`config.mk`:
```
export PLATFORM = sky130hd
export DESIGN_NAME = rf_cmd_sequencer_flat
export DESIGN_NICKNAME = d
export VERILOG_FILES = /design/src/rtl/rf_seq_pkg.sv /design/src/rtl/rf_cmd_sequencer_if.sv /design/src/rtl/rf_seq_progbuf.sv /design/src/rtl/rf_cmd_sequencer.sv /design/src/flat_wrapper.sv
export SDC_FILE = /design/constraint.sdc
export NUM_CORES = 1
export LEC_CHECK = 0
export ABC_AREA = 1
export BUFFER_PORTS_ARGS = -buffer_cell sky130_fd_sc_hd__buf_2
export CAP_MARGIN = 20
export CORE_ASPECT_RATIO = 0.9
export CORE_MARGIN = 5
export CORE_UTILIZATION = 25
export DETAILED_ROUTE_END_ITERATION = 8
export SETUP_SLACK_MARGIN = 0.1
export SYNTH_ARGS = -nofsm -noshare
export SYNTH_HDL_FRONTEND = slang
export SYNTH_SLANG_ARGS = --single-unit
```
`constraint.sdc`:
```
create_clock -name clk -period 3.45 [get_ports clk]
set_input_delay 1.035 -clock clk [delete_from_list [all_inputs] [get_ports clk]]
set_output_delay 1.035 -clock clk [all_outputs]
set_load 0.03 [all_outputs]
```
`src/rtl/rf_seq_pkg.sv`:
```
// Shared definitions for the RF command sequencer: command width, state encoding,
// datapath opcodes and command field helpers.
package rf_seq_pkg;

    localparam int CMD_W = 8;

    typedef enum logic [1:0] {
        SEQ_IDLE = 2'd0,
        SEQ_RUN  = 2'd1,
        SEQ_DONE = 2'd2
    } seq_state_e;

    localparam logic [2:0] OP_RS1 = 3'd0;
    localparam logic [2:0] OP_RS2 = 3'd1;
    localparam logic [2:0] OP_RD  = 3'd2;
    localparam logic [2:0] OP_SHL = 3'd3;
    localparam logic [2:0] OP_LDI = 3'd4;
    localparam logic [2:0] OP_ADD = 3'd5;
    localparam logic [2:0] OP_AND = 3'd6;
    localparam logic [2:0] OP_OUT = 3'd7;

    function automatic logic [2:0] cmd_opcode(input logic [CMD_W-1:0] cmd);
        return cmd[2:0];
    endfunction

    function automatic logic [4:0] cmd_operand(input logic [CMD_W-1:0] cmd);
        return cmd[7:3];
    endfunction

endpackage

```
`src/rtl/rf_cmd_sequencer_if.sv`:
```
// Valid/ready command channel from the sequencer (master) to the register-file datapath (slave).
interface rf_cmd_sequencer_if;

    logic                          cmd_valid;
    logic [rf_seq_pkg::CMD_W-1:0]  cmd_data;
    logic                          cmd_ready;

    modport master (output cmd_valid, output cmd_data, input cmd_ready);
    modport slave  (input cmd_valid, input cmd_data, output cmd_ready);

endinterface

```
`src/rtl/rf_seq_progbuf.sv`:
```
// Program buffer: DEPTH command bytes, synchronous write port, asynchronous read port.
module rf_seq_progbuf
    import rf_seq_pkg::*;
#(
    parameter int DEPTH = 16,
    localparam int AW   = $clog2(DEPTH)
) (
    input  logic             clk,
    input  logic             we,
    input  logic [AW-1:0]    waddr,
    input  logic [CMD_W-1:0] wdata,
    input  logic [AW-1:0]    raddr,
    output logic [CMD_W-1:0] rdata
);

    logic [CMD_W-1:0] mem [DEPTH];

    // NOTE: storage is deliberately left out of reset; prog_len alone marks which entries are valid.
    always_ff @(posedge clk) begin
        if (we) mem[waddr] <= wdata;
    end

    assign rdata = mem[raddr];

endmodule

```
`src/rtl/rf_cmd_sequencer.sv`:
```
// Captures a short command program and replays it loops+1 times over a valid/ready channel.
// Optional single-step issue is compiled in with `define RF_SEQ_STEP_EN.
module rf_cmd_sequencer
    import rf_seq_pkg::*;
#(
    parameter int DEPTH  = 16,
    parameter int PC_W   = $clog2(DEPTH),
    parameter int LOOP_W = 4
) (
    input  logic               clk,
    input  logic               rst_n,
    input  logic               wr_en,
    input  logic [CMD_W-1:0]   wr_data,
    input  logic               clear,
    input  logic               start,
    input  logic [LOOP_W-1:0]  loops,
    input  logic               abort,
`ifdef RF_SEQ_STEP_EN
    input  logic               step_mode,
    input  logic               step,
`endif
    rf_cmd_sequencer_if.master cmd,
    output logic               busy,
    output logic               done,
    output logic               err,
    output logic [PC_W-1:0]    pc,
    output logic [PC_W:0]      prog_len
);

    localparam logic [1:0] IDLE = SEQ_IDLE;
    localparam logic [1:0] RUN  = SEQ_RUN;
    localparam logic [1:0] DONE = SEQ_DONE;

    logic [1:0]        state;
    logic [LOOP_W-1:0] iter;

    logic run_st, fire, last_cmd, full, abort_done, buf_we;

    assign run_st     = (state == RUN);
    assign fire       = cmd.cmd_valid && cmd.cmd_ready;
    assign last_cmd   = ({1'b0, pc} == prog_len - (PC_W+1)'(1));
    assign full       = (prog_len == (PC_W+1)'(DEPTH));
    assign abort_done = (state == DONE) && abort;
    // clear and start both take precedence over a write arriving in the same cycle.
    assign buf_we     = !run_st && !abort_done && wr_en && !clear && !start && !full;

    assign busy = run_st;
    assign done = (state == DONE);

`ifdef RF_SEQ_STEP_EN
    logic armed;

    always_ff @(posedge clk) begin
        if (!rst_n)                               armed <= 1'b0;
        else if (!run_st || !step_mode || abort)  armed <= 1'b0;
        else if (fire)                            armed <= 1'b0;
        else if (step)                            armed <= 1'b1;
    end

    assign cmd.cmd_valid = run_st && (!step_mode || armed);
`else
    assign cmd.cmd_valid = run_st;
`endif

    rf_seq_progbuf #(.DEPTH(DEPTH)) u_progbuf (
        .clk   (clk),
        .we    (buf_we),
        .waddr (prog_len[PC_W-1:0]),
        .wdata (wr_data),
        .raddr (pc),
        .rdata (cmd.cmd_data)
    );

    // NOTE: all sequential state is assigned with <= so every branch sees pre-edge values.
    always_ff @(posedge clk) begin
        if (!rst_n) begin
            state    <= IDLE;
            pc       <= '0;
            iter     <= '0;
            prog_len <= '0;
            err      <= 1'b0;
        end else begin
            case (state)
                RUN: begin
                    if (wr_en || start) err <= 1'b1;
                    if (abort) begin
                        state <= IDLE;
                        pc    <= '0;
                    end else if (fire) begin
                        if (!last_cmd) begin
                            pc <= pc + PC_W'(1);
                        end else if (iter != '0) begin
                            iter <= iter - LOOP_W'(1);
                            pc   <= '0;
                        end else begin
                            state <= DONE;
                            pc    <= '0;
                        end
                    end
                end
                default: begin
                    if (abort_done) begin
                        state <= IDLE;
                    end else if (clear) begin
                        prog_len <= '0;
                    end else if (start) begin
                        if (wr_en) err <= 1'b1;
                        if (prog_len != '0) begin
                            state <= RUN;
                            pc    <= '0;
                            iter  <= loops;
                        end else begin
                            state <= DONE;
                        end
                    end else if (wr_en) begin
                        if (full) err      <= 1'b1;
                        else      prog_len <= prog_len + (PC_W+1)'(1);
                    end
                end
            endcase
        end
    end

endmodule

```
`src/flat_wrapper.sv`:
```
// flat-port wrapper written by rule: the top's interface ports become plain ports
module rf_cmd_sequencer_flat import rf_seq_pkg::*;
#(
    parameter int DEPTH  = 16,
    parameter int PC_W   = $clog2(DEPTH),
    parameter int LOOP_W = 4
)
  (clk, rst_n, wr_en, wr_data, clear, start, loops, abort, busy, done, err, pc, prog_len, cmd_cmd_valid, cmd_cmd_data, cmd_cmd_ready);
  rf_cmd_sequencer_if cmd_i ();
  input  logic clk;
  input  logic rst_n;
  input  logic wr_en;
  input  logic [CMD_W-1:0] wr_data;
  input  logic clear;
  input  logic start;
  input  logic [LOOP_W-1:0] loops;
  input  logic abort;
  output logic busy;
  output logic done;
  output logic err;
  output logic [PC_W-1:0] pc;
  output logic [PC_W:0] prog_len;
  output wire logic [$bits(cmd_i.cmd_valid)-1:0] cmd_cmd_valid;
  output wire logic [$bits(cmd_i.cmd_data)-1:0] cmd_cmd_data;
  input wire logic [$bits(cmd_i.cmd_ready)-1:0] cmd_cmd_ready;
  assign cmd_cmd_valid = cmd_i.cmd_valid;
  assign cmd_cmd_data = cmd_i.cmd_data;
  assign cmd_i.cmd_ready = cmd_cmd_ready;
  rf_cmd_sequencer #(.DEPTH(DEPTH), .PC_W(PC_W), .LOOP_W(LOOP_W)) u_core (.clk(clk), .rst_n(rst_n), .wr_en(wr_en), .wr_data(wr_data), .clear(clear), .start(start), .loops(loops), .abort(abort), .cmd(cmd_i), .busy(busy), .done(done), .err(err), .pc(pc), .prog_len(prog_len));
endmodule
```
; ---- After elaboration in Yosys (flattened, before gate mapping)
; Memory sizes are Yosys's and may differ from the RTL's. A register that Yosys moved wholly into a read port is not among the register bits.
; Index checks and enable logic that the tools add are counted.
[word_totals]
ff_bits = 16
ramBits = 128
input_bits = 19
output_inout_bits = 21
wordCells = 97
n_memories = 1
[mem_list]
columns = name, words, word_bits, rd, rd_clocked_by_memory_dff, wr, line_no
row1 = u_core.u_progbuf.mem, 16, 8, 1, 1, 1, rf_seq_progbuf.sv:16  ; logic [CMD_W-1:0] mem [DEPTH];
[classes]
n_addsub = 4
n_eq_ne = 17
muxes = 42
bitwise_logic = 2
n_reduce_logical = 26
[ops]
columns = op, n
row1 = two-way mux 4 bit, 19
row2 = two-way mux 5 bit, 4
row3 = AND reduction 5 bit, 4
row4 = two-way mux 2 bit, 9
row5 = "inequality test 2 bit, second input constant", 7
row6 = two-way mux 1 bit, 10
row7 = "inequality test 3 bit, second input constant", 3
row8 = AND reduction 8 bit, 1
row9 = nonzero test 2 bit, 4
row10 = logical AND 1 bit, 7
row11 = nonzero test 3 bit, 2
row12 = "adder 5 x 1 -> 5 bit, second input constant", 1
row13 = equality test 4 x 5 -> 1 bit, 1
row14 = "equality test 5 bit, second input constant", 1
row15 = zero test 1 bit, 5
row16 = nonzero test 5 bit, 1
row17 = "subtractor 5 x 1 -> 5 bit, second input constant", 1
row18 = "adder 4 x 1 -> 4 bit, second input constant", 1
row19 = "inequality test 2 x 1 -> 1 bit, second input constant", 2
row20 = nonzero test 4 bit, 1
row21 = "subtractor 4 x 1 -> 4 bit, second input constant", 1
row22 = "inequality test 3 x 1 -> 1 bit, second input constant", 1
row23 = "equality test 2 x 1 -> 1 bit, second input constant", 1
row24 = "equality test 2 bit, second input constant", 1
row25 = 2 further kinds, 3

; ---- Logic depth before layout (Yosys ltp)
; Gate-level depths: netlist (run 1).
[depth]
word_depth = 10
depth_mapped = 14
ltp_nobuf = 14

; ---- Hierarchy
; A second synthesis (run 1) with hierarchy kept.
[unflattened]
hier_cells = 725
area_unflattened_um2 = 6740.2
[modules_own_cells]
columns = mod, instances, cells_per_inst, area_each_um2, seq_area_each_um2
row1 = rf_seq_progbuf, 1, 543, 5606.6, 3843.7
row2 = rf_cmd_sequencer, 1, 182, 1133.6, 320.3

; ---- Worst setup path before layout (run 1)
; OpenSTA, ideal clock, no wires.
[synth_timing]
path_type = input to register
startpoint = input abort
endpoint = memory u_core.u_progbuf.mem[0][0] (enable)
setup_ps = 370
arrival_ps = 2093
required_time_ps = 3080
slack_ps = 987
stages = 7
n_path_buf = 0
path_cell_list = nand2_1 nand2_1 inv_1 nand4_4 nor2_2 nand2_1 nor2_1
[synth_between]
elab_chain_cells = 9
[synth_rtl]
columns = element, line_no
row1 = start: declaration, flat_wrapper.sv:17  ; input logic abort;
row2 = logical AND 1 bit, rf_cmd_sequencer.sv:43  ; assign abort_done = (state == DONE) && abort;
row3 = zero test 1 bit, rf_cmd_sequencer.sv:45  ; assign buf_we = !run_st && !abort_done && wr_en && !clear && !start && !full;
row4 = logical AND 1 bit (5 in a row), rf_cmd_sequencer.sv:45
row5 = two-way mux 1 bit, rf_seq_progbuf.sv:20  ; if (we) mem[waddr] <= wdata;
row6 = two-way mux 1 bit (implied by the code), rf_seq_progbuf.sv:20
row7 = end: declaration, rf_seq_progbuf.sv:16
; Every way passes these cells.

==> results.json, run 1 <==
{
  "mostFrequentLayoutCells": "edfxtp_1 (128), nand2_1 (79), inv_1 (56), nor2_1 (42), a21oi_1 (40)",
  "clock-root-buffer": "clkbuf_16",
  "synthXorXnorAreaFrac_pct": 0,
  "initial_utilization_pct": 25.5,
  "cts.path.max_buffers": 2,
  "ys_warn_count": 0,
  "layout-drive-gt1-share_pct": 18.8,
  "netlist_area_mm2": 0.00641,
  "grt_usage_pct": 10.6,
  "viasPerCell": 4.35,
  "min_to": "u_core.err",
  "crit_fanout": 16,
  "core_mm2": 0.0252,
  "slew_violations": 0,
  "outcome": "finished clean",
  "finalCritPeriodShare_pct": 90.4,
  "crit_required_ns": 2.41,
  "cts_max_level": 4,
  "ys.flop_type": "edfxtp_1",
  "synth-async-reset-ratio_pct": 0,
  "synth_top_family_by_area": "simple AND/OR/NAND/NOR gates",
  "hold_viol_final": 0,
  "area_delta_synth_final_pct": 20.3,
  "holdPathStages": 2,
  "clock.fmax_mhz": 321,
  "first_pass_iters": 4,
  "leakagePower_nw": 2.79,
  "clk_pin_slew_ns": 0.06,
  "syn_inst": 561,
  "rsz0062_at_grt": "false",
  "cts_made_buffers": 17,
  "grt_pass1_vias": 4087,
  "synthMuxAreaShare_pct": 4.99,
  "grt_antenna_before_repair": 0,
  "die_y_um": 162,
  "routed_wl_um": 14700,
  "drt_iter0_drc": 310,
  "instances_no_fill": 975,
  "fin_setup_tns_ns": 0,
  "synth-adder-area-share_pct": 1.17,
  "hp-start": "u_core.err",
  "layout_min_cycle_time_ns": 3.12,
  "r2r_end": "u_core.u_progbuf.mem[1][1]",
  "diodes": 0,
  "dieArea_mm2": 0.0290,
  "r2r_slack_ns": 1.14,
  "num-nets-final": 645,
  "power-per-cell-area_mw_per_mm2": 546,
  "post-route-util_pct": 30.6,
  "criticalPathCategory": "flop to output pin",
  "cp-start-kind": "flop",
  "max_slew.worst_pin.slew_ns": 0.568,
  "clk_latency_ns": 0.42,
  "pin_count": 40,
  "grt-ovfl-total": 0,
  "drv_cap": 0,
  "ir_drop_v": 0.000300,
  "synth-compound-area-share_pct": 10.7,
  "min_path_type": "flop to flop",
  "worstSetupEndpointType": "output pin",
  "vias": 4245,
  "power_w": 0.00422,
  "final_common_cell": "edfxtp_1",
  "synth.net_count": 586,
  "synth.distinct_cells": 27,
  "finalSetupViolations": 0,
  "die_x_um": 179,
  "nFillCells": 2572,
  "port_buffers": 39,
  "grt_max_degree": 33,
  "post_synth_and_or_nand_nor_area_fraction_pct": 11.4,
  "dp_hpwl_um": 9540,
  "yosysSeqAreaShare_pct": 66.2,
  "slew-limit-headroom_pct": 62.1,
  "route.detailed.drc": 0,
  "cp.arrival_ns": 2.08,
  "timing.rr.start": "u_core.prog_len[0]",
  "cts_tree": "built",
  "ant_nets": 0,
  "syn_avg_cell_area_um2": 11.4,
  "fin_skew_ns": 0.0139,
  "globalplace.congestion": 0.804,
  "wire_per_inst_um": 15.1,
  "fp-row-count": 55,
  "synth_edf_count": 128,
  "dp.cells": 942,
  "ys_ff_latch": 148,
  "reg2reg_depth": 10,
  "holdBufCountCts": 0,
  "grt_first_pass_wirelength_um": 23400,
  "clock_sinks": 148
}
[Yosys cell counts (3+ instances only)]
master	count	share of area (%)
ha_1	6	1.2
nand2_2	4	0.39
o21ai_0	29	2.3
a21oi_1	40	3.1
inv_1	56	3.3
nor2_2	5	0.49
nand3_1	25	2.0
buf_2	6	0.47
edfxtp_1	128	60
o211ai_1	32	3.7
clkbuf_1	13	0.76
o21ai_1	18	1.4
buf_4	3	0.35
nor2_1	42	2.5
mux2i_1	32	5.0
nand2_1	79	4.6
inv_2	10	0.59
dfxtp_1	20	6.2
[layer usage]
layer / vias up / routed length (um) / GRT usage [%]
met4: 0 / 109 / 2.58
met1: 2024 / 7160 / 15.6
li1: 2098 / - / -
met5: - / 0 / 0
met3: 9 / 1110 / 3.65
met2: 114 / 6350 / 14.7
[metrics by stage]
| stage | instance area (um2) | worst slack (ns) | hold slack [ns] |
|---|---|---|---|
| global route | 7720 | 0.160 | 0.560 |
| floorplan | 6410 | 0.987 | 0.500 |
| CTS | 7700 | 0.178 | 0.486 |
| finish | 7720 | 0.332 | 0.491 |
| global placement | 7110 | 0.631 | 0.466 |
| detailed placement | 7110 | 0.633 | 0.457 |
[cell families after synthesis]
kind of cell | after synthesis
buffers and inverters | 90
AND/OR/NAND/NOR | 164
multiplexers | 32
adder cells (fa/ha/maj) | 6
flip-flops | 148
AO/OA/AOI/OAI | 121
[sequential cells by signal (all words and copies together), names as in the netlist, named ones only]
register              cells
u_core.u_progbuf.mem    128
u_core.prog_len           5
u_core.iter               4
u_core.pc                 4
u_core.state              2
u_core.err                1
[area by class of cell]
cell class / instances / area [um2] / share of cell area [%]
flip-flops and latches: 148 / 4250 / 55.1
multi-input cells: 323 / 1810 / 23.5
clock buffers: 18 / 429 / 5.56
well taps: 342 / 428 / 5.55
repair buffers: 64 / 390 / 5.06
inverters: 66 / 248 / 3.21
clock inverters: 14 / 159 / 2.06
[what timing repair did]
item,CTS,global route
setup buffers,0,1
resized for setup,0,1
setup endpoints to repair,0,7
[power by group]
group          internal [W]  leakage [nW]  switching [W]
Sequential          0.00197          1.31      0.0000199
Clock               0.00103         0.289       0.000787
Combinational      0.000127          1.19       0.000281
Total               0.00313          2.79        0.00109
[worst max-delay path by stage]
stage,depth (start not counted),endpoint
final,7,cmd_cmd_data[0]
after detailed placement,7,cmd_cmd_data[1]
after floorplan,7,u_core.u_progbuf.mem[0][0]
after global placement,6,cmd_cmd_data[5]
after global routing,8,cmd_cmd_data[7]
after CTS,7,cmd_cmd_data[1]
[critical path, cell delays in order, from the launching register on]
cell	delay [ns]
dfxtp_4	0.49
buf_4	0.27
buf_4	0.22
mux2i_1	0.20
o211ai_1	0.10
nand3_1	0.13
nand2_1	0.07
buf_2	0.18
Note: power is estimated with default switching activity, not from simulation.
==> run 2: changes to the inputs <==
--- a/config.mk
+++ b/config.mk
@@ -5,13 +5,14 @@
 export SDC_FILE = /design/constraint.sdc
 export NUM_CORES = 1
 export LEC_CHECK = 0
-export ABC_AREA = 1
+export ABC_AREA = 0
 export BUFFER_PORTS_ARGS = -buffer_cell sky130_fd_sc_hd__buf_2
 export CAP_MARGIN = 20
 export CORE_ASPECT_RATIO = 0.9
 export CORE_MARGIN = 5
 export CORE_UTILIZATION = 25
 export DETAILED_ROUTE_END_ITERATION = 8
+export PLACE_DENSITY = 0.45
 export SETUP_SLACK_MARGIN = 0.1
 export SYNTH_ARGS = -nofsm -noshare
 export SYNTH_HDL_FRONTEND = slang
==> run 2 against run 1 <==
Compared with the run above:
- worst hold slack worse by 0.022 ns
- utilization is 0.20 points higher
- wire length is 0.17% higher
- critical endpoint is now cmd_cmd_data[3]
- clock-buffer cell count stayed put
- worst setup slack worse by 0.13 ns
- via count is 20% lower
- non-clock buffer count is 7 lower
- clock skew is 0.0058 ns lower
- critical path depth is 3 lower
==> results.json, run 2 <==
{
  "leakagePower_nw": 2.50,
  "grt_antenna_before_repair": 0,
  "routed_wl_um": 14800,
  "die_y_um": 159,
  "min_path_type": "flop to flop",
  "first_pass_iters": 4,
  "cp-start-kind": "flop",
  "hp-start": "u_core.err",
  "crit_fanout": 8,
  "clock.fmax_mhz": 308,
  "regMostFlops": "u_core.u_progbuf.mem",
  "synth.distinct_cells": 51,
  "r2r_end": "u_core.u_progbuf.mem[5][4]",
  "yosysTopAreaCell": "edfxtp_1",
  "fp-row-count": 54,
  "cp.arrival_ns": 2.22,
  "ys_ff_latch": 148,
  "synth.net_count": 383,
  "clk_pin_slew_ns": 0.06,
  "grt_pass1_vias": 3638,
  "clk_latency_ns": 0.41,
  "dpl_cell_area_mm2": 0.00683,
  "outcome": "finished clean",
  "fin_skew_ns": 0.00813,
  "cts_tree": "built",
  "dp_slack_ns": 0.508,
  "ys_warn_count": 0,
  "holdPathStages": 1,
  "fin_area_mm2": 0.00750,
  "post-route-util_pct": 30.8,
  "grt-ovfl-total": 0,
  "top_regs": "u_core.u_progbuf.mem: 128 flops, u_core.prog_len: 5 flops",
  "finalSetupViolations": 0,
  "power-per-cell-area_mw_per_mm2": 531,
  "synthTopCellsByCount": "edfxtp_1 (128), mux4_2 (40), dfxtp_1 (20)",
  "ys.flop_type": "edfxtp_1",
  "crit_required_ns": 2.41,
  "netlist_area_mm2": 0.00618,
  "postCtsSetupBuffers": 0,
  "r2r_slack_ns": 0.61,
  "largest_register_ffs": 128,
  "route.detailed.drc": 0,
  "rsz0062_at_grt": "false",
  "grt_usage_pct": 10.8,
  "fin_setup_tns_ns": 0,
  "drt_iter0_drc": 285,
  "criticalPathCategory": "flop to output pin",
  "diodes": 0,
  "cts_made_buffers": 17,
  "fin_ws_ns": 0.199,
  "max_slew.worst_pin.slew_ns": 0.618,
  "final_common_cell": "edfxtp_1",
  "reg2reg_depth": 7,
  "syn_inst": 358,
  "clock-root-buffer": "clkbuf_16",
  "slew-limit-headroom_pct": 58.8,
  "syn_avg_cell_area_um2": 17.3,
  "drv_cap": 0,
  "layout_min_cycle_time_ns": 3.25,
  "grt_first_pass_wirelength_um": 22500,
  "cts.path.max_buffers": 2,
  "holdBufCountCts": 0,
  "finalCritPeriodShare_pct": 94.2,
  "synth-async-reset-ratio_pct": 0,
  "mostFrequentLayoutCells": "edfxtp_1 (128), mux4_2 (40), buf_2 (39), dfxtp_1 (19), clkbuf_16 (19)",
  "yosysSeqAreaShare_pct": 68.6,
  "hold_viol_final": 0,
  "core_mm2": 0.0243,
  "globalplace.congestion": 0.790,
  "dp_hpwl_um": 8990,
  "dieArea_mm2": 0.0280,
  "clock_sinks": 148,
  "viasPerCell": 4.61,
  "worstSetupEndpointType": "output pin",
  "layout-drive-gt1-share_pct": 30.1,
  "vias": 3392,
  "yosys.area.top_type_share_pct": 62.1,
  "ant_nets": 0,
  "grt_max_degree": 33,
  "wire_per_inst_um": 20.1,
  "initial_utilization_pct": 25.4,
  "ir_drop_v": 0.000232,
  "synth_edf_count": 128,
  "pin_count": 40,
  "synthTopCellsByArea": "edfxtp_1 (62%), mux4_2 (15%), dfxtp_1 (6.5%), and2_1 (1.2%), ha_1 (1.2%)",
  "num-nets-final": 442,
  "area_delta_synth_final_pct": 21.3,
  "slew_violations": 0,
  "min_to": "u_core.err",
  "synth.most_common_cell": "edfxtp_1",
  "die_x_um": 176,
  "timing.rr.start": "u_core.prog_len[0]",
  "cts_max_level": 4,
  "port_buffers": 39
}
==> run 2: cell types whose count changed after synthesis, moves of 8 or more <==
cell,previous run,this run
nand2_1,79,14
inv_1,56,8
mux4_2,0,40
mux2i_1,32,1
o211ai_1,32,3
a21oi_1,40,12
o21ai_0,29,2
nor2_1,42,17
o21ai_1,18,0
nand3_1,25,8
and2_1,0,12
inv_2,10,0
and3_1,1,9
==> run 2: report_power, final <==
| part | internal (W) | switching [W] | total, W | leakage [nW] |
|---|---|---|---|---|
| sequential | 0.00195 | 0.00000542 | 0.00195 | 1.31 |
| combinational | 0.0000374 | 0.0000766 | 0.000114 | 0.891 |
| clock | 0.00121 | 0.000706 | 0.00191 | 0.294 |
==> run 2: through the flow <==
stage | total power (W) | cells | hold slack (ns)
after detailed placement | 0.00211 | 703 | 0.459
after global routing | 0.00411 | 736 | 0.492
after CTS | 0.00402 | 733 | 0.476
final | 0.00398 | 736 | 0.468
after floorplan | 0.00205 | 358 | 0.452
after global placement | 0.00210 | 703 | 0.451
==> run 2: what timing repair did <==
item	CTS	global route
setup endpoints to repair	2	8
gates resized for setup	0	1
cloned	0	3
endpoints found under the hold margin	0	0
==> run 2: final cells by class <==
| type | instances | area (um2) |
|---|---|---|
| timing repair buffer | 57 | 394 |
| tap | 308 | 385 |
| clock inverter | 12 | 180 |
| clock buffer | 18 | 429 |
| fill | 2363 | 16800 |
| inverter | 9 | 33.8 |
| multi-input combinational | 184 | 1830 |
| sequential | 148 | 4250 |
==> run 2: worst max path at each step <==
stage / to
after floorplan: cmd_cmd_data[0]
after global placement: cmd_cmd_data[3]
after detailed placement: cmd_cmd_data[3]
after CTS: cmd_cmd_data[3]
after global routing: cmd_cmd_data[1]
final: cmd_cmd_data[3]
==> run 2: critical path, cell delays in order, from the launching register on <==
cell     delay [ns]
dfxtp_4        0.42
buf_12         0.16
mux4_2         0.49
mux4_2         0.53
buf_2          0.20
==> run 2: cell families after synthesis <==
group | Yosys count | synth area share, %
multiplexers | 41 | 14.7
buffers and inverters | 26 | 1.78
flip-flops | 148 | 68.6
XOR/XNOR | 9 | 1.27
AND/OR/NAND/NOR | 92 | 8.29
AO/OA/AOI/OAI | 36 | 4.09
adder cells (fa/ha/maj) | 6 | 1.21
==> run 2: metal layers <==
metal / global-route usage [%] / up-vias / part of all wire (%)
met5: 0 / - / 0
met4: 2.66 / 0 / 0.85
met3: 3.56 / 8 / 6.4
met2: 16.8 / 92 / 47
met1: 14.7 / 1739 / 45
li1: - / 1553 / -
==> run 3: changes to the inputs <==
--- a/config.mk
+++ b/config.mk
@@ -6,13 +6,13 @@
 export NUM_CORES = 1
 export LEC_CHECK = 0
 export ABC_AREA = 0
-export BUFFER_PORTS_ARGS = -buffer_cell sky130_fd_sc_hd__buf_2
 export CAP_MARGIN = 20
 export CORE_ASPECT_RATIO = 0.9
 export CORE_MARGIN = 5
 export CORE_UTILIZATION = 25
 export DETAILED_ROUTE_END_ITERATION = 8
-export PLACE_DENSITY = 0.45
+export DONT_BUFFER_PORTS = 1
+export PLACE_DENSITY = 0.43
 export SETUP_SLACK_MARGIN = 0.1
 export SYNTH_ARGS = -nofsm -noshare
 export SYNTH_HDL_FRONTEND = slang
==> run 3 against run 2 <==
Compared with the run above:
- flip-flop and latch count unchanged
- cell count decreased by 4.9%
- combinational power is 33% lower
- critical endpoint unchanged
- highest routed layer unchanged
==> results.json, run 3 (synthesis results as in run 2) <==
{
  "max_slew.worst_pin.slew_ns": 0.747,
  "drv_cap": 0,
  "first_pass_iters": 5,
  "die_x_um": 176,
  "grt_antenna_before_repair": 0,
  "min_path_type": "flop to flop",
  "clock.fmax_mhz": 307,
  "slew-limit-headroom_pct": 50.1,
  "clock_sinks": 148,
  "diodes": 0,
  "r2r_end": "u_core.u_progbuf.mem[8][3]",
  "hold_viol_final": 0,
  "clk_latency_ns": 0.42,
  "cp-start-kind": "flop",
  "cts_made_buffers": 17,
  "core_mm2": 0.0243,
  "dp_slack_ns": 0.491,
  "cp.arrival_ns": 2.22,
  "cts_tree": "built",
  "die_y_um": 159,
  "viasPerCell": 4.75,
  "fp-row-count": 54,
  "finalSetupViolations": 0,
  "grt_pass1_vias": 3463,
  "cts.path.max_buffers": 2,
  "power-per-cell-area_mw_per_mm2": 536,
  "crit_required_ns": 2.41,
  "fin_ws_ns": 0.196,
  "area_delta_synth_final_pct": 17.5,
  "globalplace.congestion": 0.765,
  "largest_register_ffs": 128,
  "nFillCells": 2391,
  "initial_utilization_pct": 25.4,
  "leakagePower_nw": 2.32,
  "criticalPathCategory": "flop to output pin",
  "drt_iter0_drc": 318,
  "timing.rr.start": "u_core.prog_len[2]",
  "min_to": "u_core.iter[1]",
  "fin_setup_tns_ns": 0,
  "outcome": "finished clean",
  "slew_violations": 0,
  "reg2reg_depth": 5,
  "ant_nets": 0,
  "grt_first_pass_wirelength_um": 22400,
  "fin_skew_ns": 0.00758,
  "cts_max_level": 4,
  "r2r_slack_ns": 0.68,
  "dp_hpwl_um": 9380,
  "pin_count": 40,
  "rsz0062_at_grt": "false",
  "wire_per_inst_um": 21.7,
  "dieArea_mm2": 0.0280,
  "hp-start": "u_core.iter[1]",
  "worstSetupEndpointType": "output pin",
  "final_common_cell": "edfxtp_1",
  "holdBufCountCts": 0,
  "grt_usage_pct": 11.1,
  "top_regs": "u_core.u_progbuf.mem: 128 flops, u_core.prog_len: 5 flops",
  "clk_pin_slew_ns": 0.06,
  "vias": 3326,
  "layout_min_cycle_time_ns": 3.25,
  "crit_fanout": 14,
  "routed_wl_um": 15200,
  "layout-drive-gt1-share_pct": 24.2,
  "route.detailed.drc": 0,
  "finalCritPeriodShare_pct": 94.3,
  "port_buffers": 0,
  "clock-root-buffer": "clkbuf_16",
  "mostFrequentLayoutCells": "edfxtp_1 (128), mux4_2 (40), dfxtp_1 (19)",
  "grt-ovfl-total": 0,
  "holdPathStages": 2,
  "num-nets-final": 404,
  "ir_drop_v": 0.000228,
  "regMostFlops": "u_core.u_progbuf.mem",
  "grt_max_degree": 33
}
## run 3: cell count changes in the layout (fill, tap and decap cells not counted), sizes merged
cell	before	now
bufinv	4	2
clkbuf	20	17
inv	10	15
buf	55	19
## run 3: power by group
group | total [W] | internal [W] | switching [W] | leakage, nW
Clock | 0.00186 | 0.00109 | 0.000779 | 0.293
Combinational | 0.0000765 | 0.0000272 | 0.0000493 | 0.715
Sequential | 0.00195 | 0.00195 | 0.00000579 | 1.31
Total | 0.00390 | 0.00306 | 0.000834 | 2.32
## run 3: cell type report
class | count | area, um2 | share of cell area, %
clock buffer | 17 | 425 | 5.85
inverter | 9 | 33.8 | 0.465
sequential | 148 | 4250 | 58.4
clock inverter | 15 | 170 | 2.34
timing repair buffer | 19 | 175 | 2.41
multi-input combinational | 184 | 1830 | 25.2
tap | 308 | 385 | 5.30
## run 3: worst max-delay path by stage
stage	slack (ns)	start	to
3_5_place_dp	0.49	flop	cmd_cmd_data[3]
2_1_floorplan	0.51	flop	cmd_cmd_data[0]
4_1_cts	0.12	flop	cmd_cmd_data[3]
6_report	0.20	flop	cmd_cmd_data[3]
3_3_place_gp	0.50	flop	cmd_cmd_data[3]
5_1_grt	0.13	flop	cmd_cmd_data[3]
## run 3: critical path: stages, from the launching register on
cell and delay, ns:
dfxtp_4 0.44, buf_12 0.20, mux4_2 0.52, mux4_2 0.63
## run 3: through the flow
| stage | utilization, % | cells | hold slack, ns | cell area, um2 | total power [W] |
|---|---|---|---|---|---|
| 2_1_floorplan | - | 358 | 0.452 | 6180 | 0.00205 |
| 3_3_place_gp | 27.2 | 663 | 0.468 | 6610 | 0.00207 |
| 3_5_place_dp | 27.2 | 663 | 0.480 | 6610 | 0.00207 |
| 4_1_cts | 29.8 | 696 | 0.491 | 7240 | 0.00394 |
| 5_1_grt | 29.9 | 700 | 0.506 | 7270 | 0.00403 |
| 6_report | 29.9 | 700 | 0.486 | 7270 | 0.00390 |
## run 3: per-layer routing
metal	part of all wire [%]	GRT usage [%]
met4	0.99	2.98
met2	45	16.0
met3	7.9	4.32
met5	0	0
met1	46	15.5
## run 3: timing repair
action	CTS	global route
cloned	1	0
gates resized for setup	2	0
buffers inserted	0	4
hold endpoints to repair	0	0
setup endpoints to repair	7	1
